===== src/rtl/puf_pkg.sv =====
// Shared types and constants for the arbiter-PUF evaluation path.
package puf_pkg;

  localparam int unsigned DefChallengeNum = 64;
  localparam int unsigned DefResponseNum  = 8;
  // Depth of the response synchronizer; also the length of the SAMPLE phase.
  localparam int unsigned SampleCyc       = 2;

  typedef enum logic [2:0] {
    StIdle,
    StSetup,
    StFire,
    StSample,
    StRecover,
    StOut
  } puf_eval_state_t;

  // Clock cycles taken by one complete evaluation (setup, settle, sample, recover).
  function automatic int unsigned eval_cycles(input int unsigned setup, input int unsigned settle);
    return 2 * setup + settle + SampleCyc;
  endfunction

endpackage


===== src/rtl/puf_resp_sync.sv =====
// Two-flop synchronizer bringing the asynchronous arbiter outputs into the clk_i domain.
module puf_resp_sync #(
  parameter int unsigned Width = 8
) (
  input  logic             clk_i,
  input  logic             rstn_i,
  input  logic [Width-1:0] d_i,
  output logic [Width-1:0] q_o
);

  logic [Width-1:0] meta_q;
  logic [Width-1:0] sync_q;

  always_ff @(posedge clk_i or negedge rstn_i) begin
    if (!rstn_i) begin
      meta_q <= '0;
      sync_q <= '0;
    end else begin
      meta_q <= d_i;
      sync_q <= meta_q;
    end
  end

  assign q_o = sync_q;

endmodule


===== src/rtl/puf_eval_ctrl.sv =====
// Per-request launch sequencer for the arbiter-PUF array with synchronized response capture.
// Define PUF_MAJORITY_VOTE_EN to run VOTES evaluations per request and return the bitwise majority.
module puf_eval_ctrl
  import puf_pkg::*;
#(
  parameter int unsigned CHALLENGE_NUM = DefChallengeNum,
  parameter int unsigned RESPONSE_NUM  = DefResponseNum,
  parameter int unsigned SETUP_CYC     = 50,
  parameter int unsigned SETTLE_CYC    = 450,
  parameter int unsigned VOTES         = 5
) (
  input  logic                     clk_i,
  input  logic                     rstn_i,
  input  logic                     req_valid_i,
  output logic                     req_ready_o,
  input  logic [CHALLENGE_NUM-1:0] req_challenge_i,
  output logic [CHALLENGE_NUM-1:0] puf_challenge_o,
  output logic                     puf_launch_o,
  input  logic [RESPONSE_NUM-1:0]  puf_response_i,
  output logic                     rsp_valid_o,
  input  logic                     rsp_ready_i,
  output logic [RESPONSE_NUM-1:0]  rsp_data_o,
  output logic                     busy_o,
  output logic [31:0]              eval_cnt_o
);

  localparam int unsigned MaxCyc = (SETUP_CYC > SETTLE_CYC) ? SETUP_CYC : SETTLE_CYC;
  localparam int unsigned CntW   = $clog2(MaxCyc + 1);

  localparam logic [CntW-1:0] SetupLast  = CntW'(SETUP_CYC - 1);
  localparam logic [CntW-1:0] SettleLast = CntW'(SETTLE_CYC - 1);
  localparam logic [CntW-1:0] SampleLast = CntW'(SampleCyc - 1);

  if (SETUP_CYC < 1 || SETTLE_CYC < 1 || VOTES < 1 || (VOTES % 2) == 0) begin : gen_bad_param
    $error("puf_eval_ctrl: SETUP_CYC/SETTLE_CYC must be >= 1 and VOTES odd and >= 1");
  end

  puf_eval_state_t state_q, state_d;

  logic [CntW-1:0]          cnt_q, cnt_d;
  logic [CHALLENGE_NUM-1:0] challenge_q, challenge_d;
  logic                     launch_q, launch_d;
  logic [RESPONSE_NUM-1:0]  rsp_data_q, rsp_data_d;
  logic [31:0]              eval_cnt_q, eval_cnt_d;
  // Holds req_ready low while reset is asserted and until the first clock afterwards.
  logic                     ready_en_q;
  logic                     more_votes;
  logic [RESPONSE_NUM-1:0]  resp_sync;

  puf_resp_sync #(
    .Width (RESPONSE_NUM)
  ) u_resp_sync (
    .clk_i  (clk_i),
    .rstn_i (rstn_i),
    .d_i    (puf_response_i),
    .q_o    (resp_sync)
  );

`ifdef PUF_MAJORITY_VOTE_EN
  localparam int unsigned     VoteW     = $clog2(VOTES + 1);
  localparam logic [VoteW-1:0] VoteTotal = VoteW'(VOTES);
  localparam logic [VoteW-1:0] VoteHalf  = VoteW'(VOTES / 2);

  logic [VoteW-1:0]        ones_q [RESPONSE_NUM];
  logic [VoteW-1:0]        ones_d [RESPONSE_NUM];
  logic [VoteW-1:0]        vote_q, vote_d;
  logic [RESPONSE_NUM-1:0] majority;

  always_comb begin
    majority = '0;
    for (int i = 0; i < RESPONSE_NUM; i++) begin
      majority[i] = (ones_q[i] > VoteHalf);
    end
  end

  // vote_q counts completed evaluations, so this is checked after the increment.
  assign more_votes = (vote_q != VoteTotal);

  always_ff @(posedge clk_i or negedge rstn_i) begin
    if (!rstn_i) begin
      ones_q <= '{default: '0};
      vote_q <= '0;
    end else begin
      ones_q <= ones_d;
      vote_q <= vote_d;
    end
  end
`else
  assign more_votes = 1'b0;
`endif

  always_comb begin
    state_d     = state_q;
    cnt_d       = cnt_q + CntW'(1);
    challenge_d = challenge_q;
    rsp_data_d  = rsp_data_q;
    eval_cnt_d  = eval_cnt_q;
`ifdef PUF_MAJORITY_VOTE_EN
    ones_d      = ones_q;
    vote_d      = vote_q;
`endif

    case (state_q)
      StIdle: begin
        cnt_d = '0;
        if (req_valid_i && req_ready_o) begin
          state_d     = StSetup;
          challenge_d = req_challenge_i;
`ifdef PUF_MAJORITY_VOTE_EN
          ones_d      = '{default: '0};
          vote_d      = '0;
`endif
        end
      end
      StSetup: begin
        if (cnt_q == SetupLast) begin
          state_d = StFire;
          cnt_d   = '0;
        end
      end
      StFire: begin
        if (cnt_q == SettleLast) begin
          state_d = StSample;
          cnt_d   = '0;
        end
      end
      StSample: begin
        if (cnt_q == SampleLast) begin
          state_d = StRecover;
          cnt_d   = '0;
`ifdef PUF_MAJORITY_VOTE_EN
          for (int i = 0; i < RESPONSE_NUM; i++) begin
            ones_d[i] = ones_q[i] + VoteW'(resp_sync[i]);
          end
          vote_d = vote_q + VoteW'(1);
`else
          rsp_data_d = resp_sync;
`endif
        end
      end
      StRecover: begin
        if (cnt_q == SetupLast) begin
          cnt_d = '0;
          if (more_votes) begin
            state_d = StSetup;
          end else begin
            state_d = StOut;
`ifdef PUF_MAJORITY_VOTE_EN
            rsp_data_d = majority;
`endif
          end
        end
      end
      StOut: begin
        cnt_d = '0;
        if (rsp_ready_i) begin
          state_d    = StIdle;
          eval_cnt_d = eval_cnt_q + 32'd1;
        end
      end
      default: begin
        state_d = StIdle;
        cnt_d   = '0;
      end
    endcase

    // Launch is a pure flop output, decoded from the next state.
    launch_d = (state_d == StFire);
  end

  always_ff @(posedge clk_i or negedge rstn_i) begin
    if (!rstn_i) begin
      state_q     <= StIdle;
      cnt_q       <= '0;
      challenge_q <= '0;
      launch_q    <= 1'b0;
      rsp_data_q  <= '0;
      eval_cnt_q  <= '0;
      ready_en_q  <= 1'b0;
    end else begin
      state_q     <= state_d;
      cnt_q       <= cnt_d;
      challenge_q <= challenge_d;
      launch_q    <= launch_d;
      rsp_data_q  <= rsp_data_d;
      eval_cnt_q  <= eval_cnt_d;
      ready_en_q  <= 1'b1;
    end
  end

  assign req_ready_o     = ready_en_q && (state_q == StIdle);
  assign busy_o          = (state_q != StIdle);
  assign rsp_valid_o     = (state_q == StOut);
  assign puf_challenge_o = challenge_q;
  assign puf_launch_o    = launch_q;
  assign rsp_data_o      = rsp_data_q;
  assign eval_cnt_o      = eval_cnt_q;

endmodule

===== config.mk =====
export PLATFORM = sky130hd
export DESIGN_NAME = puf_eval_ctrl
export DESIGN_NICKNAME = d
export VERILOG_FILES = /design/src/rtl/puf_pkg.sv /design/src/rtl/puf_resp_sync.sv /design/src/rtl/puf_eval_ctrl.sv
export SDC_FILE = /design/constraint.sdc
export NUM_CORES = 1
export LEC_CHECK = 0
export BUFFER_PORTS_ARGS = -buffer_cell sky130_fd_sc_hd__buf_4
export CORE_ASPECT_RATIO = 1.75
export CORE_MARGIN = 2
export CORE_UTILIZATION = 42
export DETAILED_ROUTE_END_ITERATION = 7
export PLACE_DENSITY = 0.73
export SYNTH_ARGS = -nofsm -noshare
export SYNTH_HDL_FRONTEND = slang
export SYNTH_SLANG_ARGS = --single-unit
export TNS_END_PERCENT = 100

===== constraint.sdc =====
create_clock -name clk_i -period 4.31 [get_ports clk_i]
set_input_delay 0.431 -clock clk_i [delete_from_list [all_inputs] [get_ports clk_i]]
set_output_delay 0.431 -clock clk_i [all_outputs]
set_load 0.01 [all_outputs]

## After elaboration in Yosys (flattened, before gate mapping)

Index checks and enable logic that the tools add are counted.

- Register bits after elaboration: 134
- Bits of input ports: 76
- Output and inout bits: 108
- Logic and storage cells: 39

- Add/subtract/negate cells: 2
- Eq/ne operators: 9
- Muxes and demuxes: 11
- Reduce and logical (&&, ||, !) cells: 8

Operators by type and width:

| operator | number |
|---|---|
| $add 32x1->32 const B | 1 |
| $mux 9 | 3 |
| $pmux 9 s3 | 1 |
| $mux 3 | 6 |
| $pmux 3 s6 | 1 |
| $add 9x1->9 const B | 1 |
| $eq 3x2->1 const B | 3 |
| $eq 9x1->1 const B | 1 |
| $eq 9x6->1 const B | 1 |
| $eq 9x9->1 const B | 1 |
| $eq 3x3->1 const B | 2 |
| $reduce_and 2->1 | 3 |
| $eq 3x1->1 const B | 1 |
| $logic_not 3->1 | 1 |
| $reduce_bool 3->1 | 1 |
| $logic_and 1x1->1 | 2 |
| $reduce_or 2->1 | 1 |

## Logic depth before layout (Yosys ltp)

Gate-level depths: netlist (run 1).

- Depth in word-level cells: 6
- Gate-level depth with buffers: 7
- Mapped depth without buffers: 6

## Hierarchy

From an unflattened synthesis (run 1), not the netlist that was laid out.

- Cells, all modules: 384
- Area total of the unflattened synthesis: 5382.7 µm²

By module, submodules not included:

| module | times used | cells each | area an instance (µm²) | sequential area each (µm²) |
|---|---|---|---|---|
| puf_eval_ctrl | 1 | 368 | 4982.3 | 2952.8 |
| puf_resp_sync | 1 | 16 | 400.4 | 400.4 |

## Worst setup path before layout (run 1)

No wires, ideal clock.

- Path type: register -> register
- Start: register state_q[0]
- End: register challenge_q[25], in the netlist puf_challenge_o[25]
- Library setup time: 0.125 ns
- Arrival: 1.679 ns
- Required time: 4.185 ns
- Setup slack: 2.506 ns
- Cell stages (with the launch flop): 6
- Path buffers: 2
- Clock period less this slack: 1.804 ns
- Cells stage by stage: dfrtp_1 > clkbuf_2 > or3_4 > nor2_4 > buf_2 > mux2_2

- Longest elaborated chain between the ends: 4

RTL lines:

| element | RTL line | text |
|---|---|---|
| start, declared | puf_eval_ctrl.sv:38 | `puf_eval_state_t state_q, state_d;` |
| start signal, assigned | puf_eval_ctrl.sv:173 | `state_q <= StIdle;` |
| start signal, assigned | puf_eval_ctrl.sv:181 | `state_q <= state_d;` |
| $logic_not 3->1 (*) | puf_eval_ctrl.sv:103, puf_eval_ctrl.sv:191 |  |
| $logic_and 1x1->1 | puf_eval_ctrl.sv:191 | `assign req_ready_o = ready_en_q && (state_q == StIdle);` |
| $logic_and 1x1->1 | puf_eval_ctrl.sv:106 | `if (req_valid_i && req_ready_o) begin` |
| $reduce_and 2->1 (no source line) (*) | n/a |  |
| end signal, assigned | puf_eval_ctrl.sv:183 | `challenge_q <= challenge_d;` |
| end, declared | puf_eval_ctrl.sv:41 | `logic [CHALLENGE_NUM-1:0] challenge_q, challenge_d;` |

Every way passes the cells marked *; elsewhere a longest branch is shown, timed or not.
A chain may end at the register's enable or synchronous reset.

## Worst setup path in the final report (run 1)

- Start: register state_q[1]
- End: register challenge_q[34], in the netlist puf_challenge_o[34]

Same word-level chain as after synthesis.

==> run summary, run 1 <==
Inst Count DP: 728
initial cell density of the core: 0.431
Worst-Margin Slew: 0.807 ns
Seq/Total Area, Yosys: 0.626
internal power: 3.24 mW
CP endpoint: puf_challenge_o[34]$_DFFE_PN0P_
cell taking the most area after synthesis: dfrtp_1
Area growth syn-to-layout: 39.6%
reg2reg end: puf_challenge_o[34]$_DFFE_PN0P_
wire length on met2: 6990 um
Max clock buf depth: 2
Overflow after GRT: 0
layout cells sized above 1: 0.496
Critical Path RT: 4.60 ns
wire per inst: 16.3 um
top sig layer: met4
Final Hold Viols: 0
routed vias: 3,732
Crit Reg-Reg Startpoint: state_q[1]$_DFF_PN0_
RePlAce Congestion: 0.823
pwr/cell area: 603 nW/um^2
reg2reg setup slack: 2.11 ns
max frequency: 455 MHz
ANT cells: 0
IO Pins: 184
P_sw: 1.27 mW
skew final: 0.00548 ns
flops & latches, synth: 134
synthesized area per cell: 13.9 um^2
CTS tree: done
asr flop ratio synth: 1.00
crit start category: register
DIE WIDTH: 89.4 um
later-pin clock latency in the skew report: 0.40 ns
htree depth: 4
number of synthesized flops with an enable pin: 0
total CTS buffers: 17
initial antenna violation count: 0
Synth top cells by count: dfrtp_1 (134), mux2_2 (69), xnor2_1 (23), nor2_1 (21), nand4_1 (17)
all-layer global routing usage: 0.188
Layout Nets: 658
switching share of power: 0.281
Max-cap violations: 0
top cells by area, synth: dfrtp_1 (63%), mux2_2 (14%), xnor2_1 (3.8%)
vias in the first global route: 3,866
cell with the most instances after synthesis: dfrtp_1
Seq pwr share: 0.402
Final ANT Viol Nets: 0
synth warn: 0
pre-CTS setup slack: 2.12 ns
share of the synthesized area in the top cell type: 0.626
Finish-stage setup viols: 0
Worst setup EP type: register
Logic pwr share: 0.281
Slew HR: 0.462
DR WL met3: 540 um
DR iter-0 viols: 169
beginning of the critical path: state_q[1]$_DFF_PN0_
postcts setup bufs: 0
Max FO, Critical Path: 64
core box area: 12,400 um^2
CTS resizes: 0
Hold Crit Class: in2async
fin crit period: 2.20 ns
RSZ-0062 raised after global routing: false
Top FF cell, synth: dfrtp_1
syn nets: 466
Max VDD drop: 275 uV
WL met1: 4440 um
Cell variety after synth: 42
LEAKAGE: 3.63 nW
Clock Power Share: 0.317
cell count after synthesis: 387
setup TNS: 0 ns
vias per cell: 4.92
final worst setup slack: 2.11 ns
Post-Layout Cell Count: 759
pin count of the biggest net entering global routing: 65
status: complete, no violations
Netlist Area Pre-Place: 5360 um^2
Post-CTS Hold Fix Bufs: 0
DRC violations left: 0
Die ar.: 13,700 um^2
num rows: 54
dpl hpwl: 9210 um
total wire length: 12,400 um
Reg2Reg Depth: 4
clock root cell: clkbuf_16
DR pass1 iterations: 4
CTS clk-pin slew, worst paths: 0.06 ns
share of the clock period used by the worst path: 0.510
total clock sinks: 134
die height: 153 um
Worst Path Class, Setup: reg2reg
Final Slew Violations: 0
port bufs: 183
Hold WS: 0.0450 ns
first-pass GRT wire length: 19,500 um
CP arrival: 2.48 ns
## critical path: stages (launching register included)
cell	delay (ns)
dfrtp_1	0.48
or3_4	0.43
nor2_4	0.08
buf_4	0.61
mux2_2	0.42
## layout by cell type, fill, tap and decap left out, types with 2 or more instances in the layout
| master | instances |
|---|---|
| nand2b_1 | 2 |
| clkbuf_16 | 17 |
| xor2_1 | 15 |
| dfrtp_1 | 134 |
| mux2_1 | 4 |
| mux2i_1 | 2 |
| nor3_1 | 7 |
| or4_1 | 2 |
| nand4_1 | 17 |
| clkinv_4 | 3 |
| and3_1 | 9 |
| ha_1 | 3 |
| and2_1 | 3 |
| xnor2_1 | 23 |
| and4_1 | 2 |
| nor4_2 | 3 |
| clkinvlp_4 | 3 |
| and3b_1 | 2 |
| inv_1 | 6 |
| nand2_1 | 16 |
| nor2_1 | 21 |
| mux2_2 | 69 |
| nor3b_1 | 4 |
| bufinv_16 | 3 |
| nand3_1 | 11 |
| nor4_1 | 3 |
| buf_4 | 186 |
| clkinv_2 | 4 |
## routing by layer
layer  vias to the layer above  global-route usage
li1                       1736                   -
met1                      1863               0.201
met2                       108               0.336
met3                        25              0.0448
met4                         0              0.0846
met5                         -                   0
## registers in the layout (all words and copies together), names as in the netlist
signal              flops
cnt_q                   9
eval_cnt_o             32
puf_challenge_o        64
puf_launch_o            1
ready_en_q              1
rsp_data_o              8
state_q                 3
u_resp_sync.meta_q      8
u_resp_sync.q_o         8
## per-stage QoR
step | power, mW | instance area, um^2 | util
floorplan | 2.41 | 5360 | -
global placement | 3.08 | 6890 | 0.554
detailed placement | 3.13 | 6890 | 0.554
CTS | 4.58 | 7480 | 0.602
global route | 4.75 | 7480 | 0.602
finish | 4.51 | 7480 | 0.602
## kinds of logic (layout without fill, tap and decap cells)
kind of cell,count (synthesis),after routing,share of synthesized area
other cells,1,1,0.000700
simple gates,109,109,0.118
xor+xnor,38,38,0.0621
compound gates,8,8,0.0119
mux,75,75,0.157
fa+ha+maj,3,3,0.00700
buf+inv,19,223,0.0180
flops,134,134,0.626
## power groups by stage
stage	sequential (mW)	clock, mW	combinational, mW
6_report	1.81	1.43	1.27
5_1_grt	1.87	1.52	1.37
4_1_cts	1.82	1.46	1.30
3_5_place_dp	1.84	0	1.29
3_3_place_gp	1.82	0	1.26
2_1_floorplan	1.96	0	0.456
## area by class of cell
type,instances,area [um^2]
clock inverters,13,159
inverters,6,22.5
repair buffers,186,1400
fillers,1045,4950
flip-flops and latches,134,3350
well taps,168,210
multi-input cells,234,1910
clock buffers,18,429
## how the worst min path moves through the flow
stage,end,cells past startpoint
2_1_floorplan,cnt_q[0]$_DFF_PN0_,0
3_3_place_gp,u_resp_sync.q_o[2]$_DFF_PN0_,0
3_5_place_dp,u_resp_sync.q_o[7]$_DFF_PN0_,0
4_1_cts,u_resp_sync.meta_q[6]$_DFF_PN0_,1
5_1_grt,u_resp_sync.meta_q[6]$_DFF_PN0_,1
6_report,u_resp_sync.meta_q[6]$_DFF_PN0_,1
(Power assumes the default switching activity.)
==> run 2, diff against run 1 <==
ABC_AREA = 1   (was not set)
PLACE_DENSITY = 0.74   (was 0.73)
clock period = 2 ns   (was 4.31 ns; I/O delays follow)
==> run 2 against run 1 <==
Clock skew up 0.0034 ns. Largest power group unchanged. Setup slack worse by 1.8 ns. Cell area up 10%. Sequential cell count unchanged. Global-route usage up 1.3 points. Die area up 8.2%. Clock power up 100%. Hold slack worse by 0.026 ns. Routed wire length up 16%. Cell count up 23%.
==> run summary, run 2 <==
status: complete, no violations (unchanged)
Seq pwr share: 0.393 (was 0.402)
Post-Layout Cell Count: 932 (was 759)
setup TNS: 0 ns (unchanged)
Worst-Margin Slew: 0.526 ns (was 0.807 ns)
clock root cell: clkbuf_16 (unchanged)
first-pass GRT wire length: 23,200 um (was 19,500 um)
share of the synthesized area in the top cell type: 0.577 (was 0.626)
Max FO, Critical Path: 9 (was 64)
port bufs: 183 (unchanged)
layout cells sized above 1: 0.389 (was 0.496)
Max clock buf depth: 2 (unchanged)
most common cell after layout, fill and taps aside: buf_4 (unchanged)
DRC violations left: 0 (unchanged)
synth warn: 0 (unchanged)
reg2reg setup slack: 0.35 ns (was 2.11 ns)
Logic pwr share: 0.318 (was 0.281)
CTS clk-pin slew, worst paths: 0.06 ns (about the same)
commonest non-fill, non-tap cells in the layout: buf_4 (185), dfrtp_1 (134), nand2_1 (124), nor2_1 (52), mux2_4 (50) (was buf_4 (186), dfrtp_1 (134), mux2_2 (69), xnor2_1 (23), nor2_1 (21))
Area growth syn-to-layout: 41.9% (was 39.6%)
Critical Path RT: 2.30 ns (was 4.60 ns)
ANT cells: 0 (unchanged)
crit start category: register (unchanged)
Final Hold Viols: 0 (unchanged)
max frequency: 607 MHz (was 455 MHz)
FILL cells: 1,121 (was 1,045)
Cell variety after synth: 26 (was 42)
pin count of the biggest net entering global routing: 54 (was 65)
total clock sinks: 134 (unchanged)
cell taking the most area after synthesis: dfrtp_1 (unchanged)
Clock Power Share: 0.290 (was 0.317)
die height: 160 um (was 153 um)
Hold Crit Class: in2reg (was in2async)
Layout Nets: 824 (was 658)
pwr/cell area: 1220 nW/um^2 (was 603 nW/um^2)
IO Pins: 184 (unchanged)
Max-cap violations: 0 (unchanged)
total wire length: 14,300 um (was 12,400 um)
core box area: 13,500 um^2 (was 12,400 um^2)
num rows: 56 (was 54)
switching share of power: 0.302 (was 0.281)
Slew HR: 0.649 (was 0.462)
vias per cell: 4.80 (was 4.92)
total CTS buffers: 17 (unchanged)
syn nets: 598 (was 466)
Final Slew Violations: 0 (unchanged)
Max VDD drop: 813 uV (was 275 uV)
asr flop ratio synth: 1.00 (unchanged)
RSZ-0062 raised after global routing: false (unchanged)
RePlAce Congestion: 0.843 (was 0.823)
htree depth: 4 (unchanged)
LEAKAGE: 4.27 nW (was 3.63 nW)
wire per inst: 15.4 um (was 16.3 um)
Worst Path Class, Setup: reg2reg (unchanged)
Finish-stage setup viols: 0 (unchanged)
Worst setup EP type: register (unchanged)
routed vias: 4,472 (was 3,732)
postcts setup bufs: 0 (unchanged)
internal power: 7.05 mW (was 3.24 mW)
initial cell density of the core: 0.432 (was 0.431)
Design Power: 10.1 mW (was 4.51 mW)
Seq/Total Area, Yosys: 0.577 (was 0.626)
initial antenna violation count: 0 (unchanged)
DIE WIDTH: 93.0 um (was 89.4 um)
Final ANT Viol Nets: 0 (unchanged)
Netlist Area Pre-Place: 5820 um^2 (was 5360 um^2)
top cells by area, synth: dfrtp_1 (58%), mux2_4 (13%), nand2_1 (8.1%) (was dfrtp_1 (63%), mux2_2 (14%), xnor2_1 (3.8%))
fin crit period: 1.65 ns (was 2.20 ns)
vias in the first global route: 4,795 (was 3,866)
Synth top cells by count: dfrtp_1 (134), nand2_1 (125), nor2_1 (52), mux2_4 (50), inv_1 (42) (was dfrtp_1 (134), mux2_2 (69), xnor2_1 (23), nor2_1 (21), nand4_1 (17))
flops & latches, synth: 134 (unchanged)
DR iter-0 viols: 200 (was 169)
synthesized area per cell: 11.2 um^2 (was 13.9 um^2)
Top FF cell, synth: dfrtp_1 (unchanged)
Inst Count DP: 874 (was 728)
Die ar.: 14,800 um^2 (was 13,700 um^2)
dpl hpwl: 10,400 um (was 9210 um)
cell with the most instances after synthesis: dfrtp_1 (unchanged)
DR pass1 iterations: 4 (unchanged)
CTS tree: done (unchanged)
cell count after synthesis: 519 (was 387)
P_sw: 3.05 mW (was 1.27 mW)
skew final: 0.00892 ns (was 0.00548 ns)
Overflow after GRT: 0 (unchanged)
max reg flops: 64 (unchanged)
later-pin clock latency in the skew report: 0.41 ns (was 0.40 ns)
all-layer global routing usage: 0.200 (was 0.188)
CP arrival: 1.95 ns (was 2.48 ns)
number of synthesized flops with an enable pin: 0 (unchanged)
share of the clock period used by the worst path: 0.824 (was 0.510)
run 2: through the flow:
stage | instance area [um^2] | hold WS (ns) | setup slack, ns | util
global placement | 7420 | 0.187 | 0.403 | 0.552
global route | 8250 | 0.00314 | 0.192 | 0.613
floorplan | 5820 | -0.0956 | 0.427 | -
CTS | 8250 | 0.000258 | 0.197 | 0.613
finish | 8250 | 0.0187 | 0.352 | 0.613
detailed placement | 7420 | 0.195 | 0.308 | 0.552
run 2: power by group through the flow:
stage                     logic (mW)  registers, mW  clock network (mW)
after global placement          3.09           3.95                   0
after floorplan                 1.34           4.23                   0
after detailed placement        3.18           3.97                   0
after global routing            3.40           4.06                3.10
final                           3.21           3.97                2.92
after CTS                       3.22           3.96                2.99
run 2: layer usage:
layer,wire length (um),GRT usage
met5,0,0
met4,393,0.0922
met3,656,0.0439
met2,8140,0.366
met1,5140,0.215
run 2: timing repair:
item / CTS / global route
hold buffers: 26 / 0
endpoints found under the setup margin: 0 / 1
endpoints found under the hold margin: 75 / 0
gates resized for setup: 0 / 1
run 2: critical path, stage by stage, from the launching register on:
cell and delay, ns:
dfrtp_1 0.42, inv_1 0.13, nand4_4 0.19, nor2_4 0.19, nand2_1 0.14, nor2_4 0.24, nand3_1 0.10, nand2_1 0.08
nand2_1 0.05
run 2: layout make-up:
class	count	area (um^2)	area share
Timing Repair Buffer	215	1720	0.208
Multi-Input combinational cell	334	2240	0.271
Sequential cell	134	3350	0.406
Tap cell	174	218	0.0264
Clock inverter	15	138	0.0167
Inverter	43	161	0.0196
Clock buffer	17	425	0.0515
run 2: cells by family (layout without fill, tap and decap cells):
kind of cell / count (synthesis) / count (layout) / synth area share
AND/OR/NAND/NOR: 233 / 233 / 0.178
adder cells (fa/ha/maj): 3 / 3 / 0.00646
other: 1 / 1 / 0.000645
flip-flops: 134 / 134 / 0.577
multiplexers: 64 / 64 / 0.156
buffers and inverters: 51 / 290 / 0.0409
AO/OA/AOI/OAI: 14 / 14 / 0.0123
XOR/XNOR: 19 / 19 / 0.0286
run 2: final timing paths:
path	cells after the start	from	endpoint
setup / recovery	8	state_q[1]$_DFF_PN0_	eval_cnt_o[29]$_DFFE_PN0P_
hold / removal	2	req_challenge_i[50]	puf_challenge_o[50]$_DFFE_PN0P_
setup reg to reg	8	state_q[1]$_DFF_PN0_	eval_cnt_o[29]$_DFFE_PN0P_
hold reg to reg	0	u_resp_sync.meta_q[2]$_DFF_PN0_	u_resp_sync.q_o[2]$_DFF_PN0_
max in group asynchronous	3	rstn_i	puf_challenge_o[7]$_DFFE_PN0P_
min in group asynchronous	2	rstn_i	cnt_q[5]$_DFF_PN0_
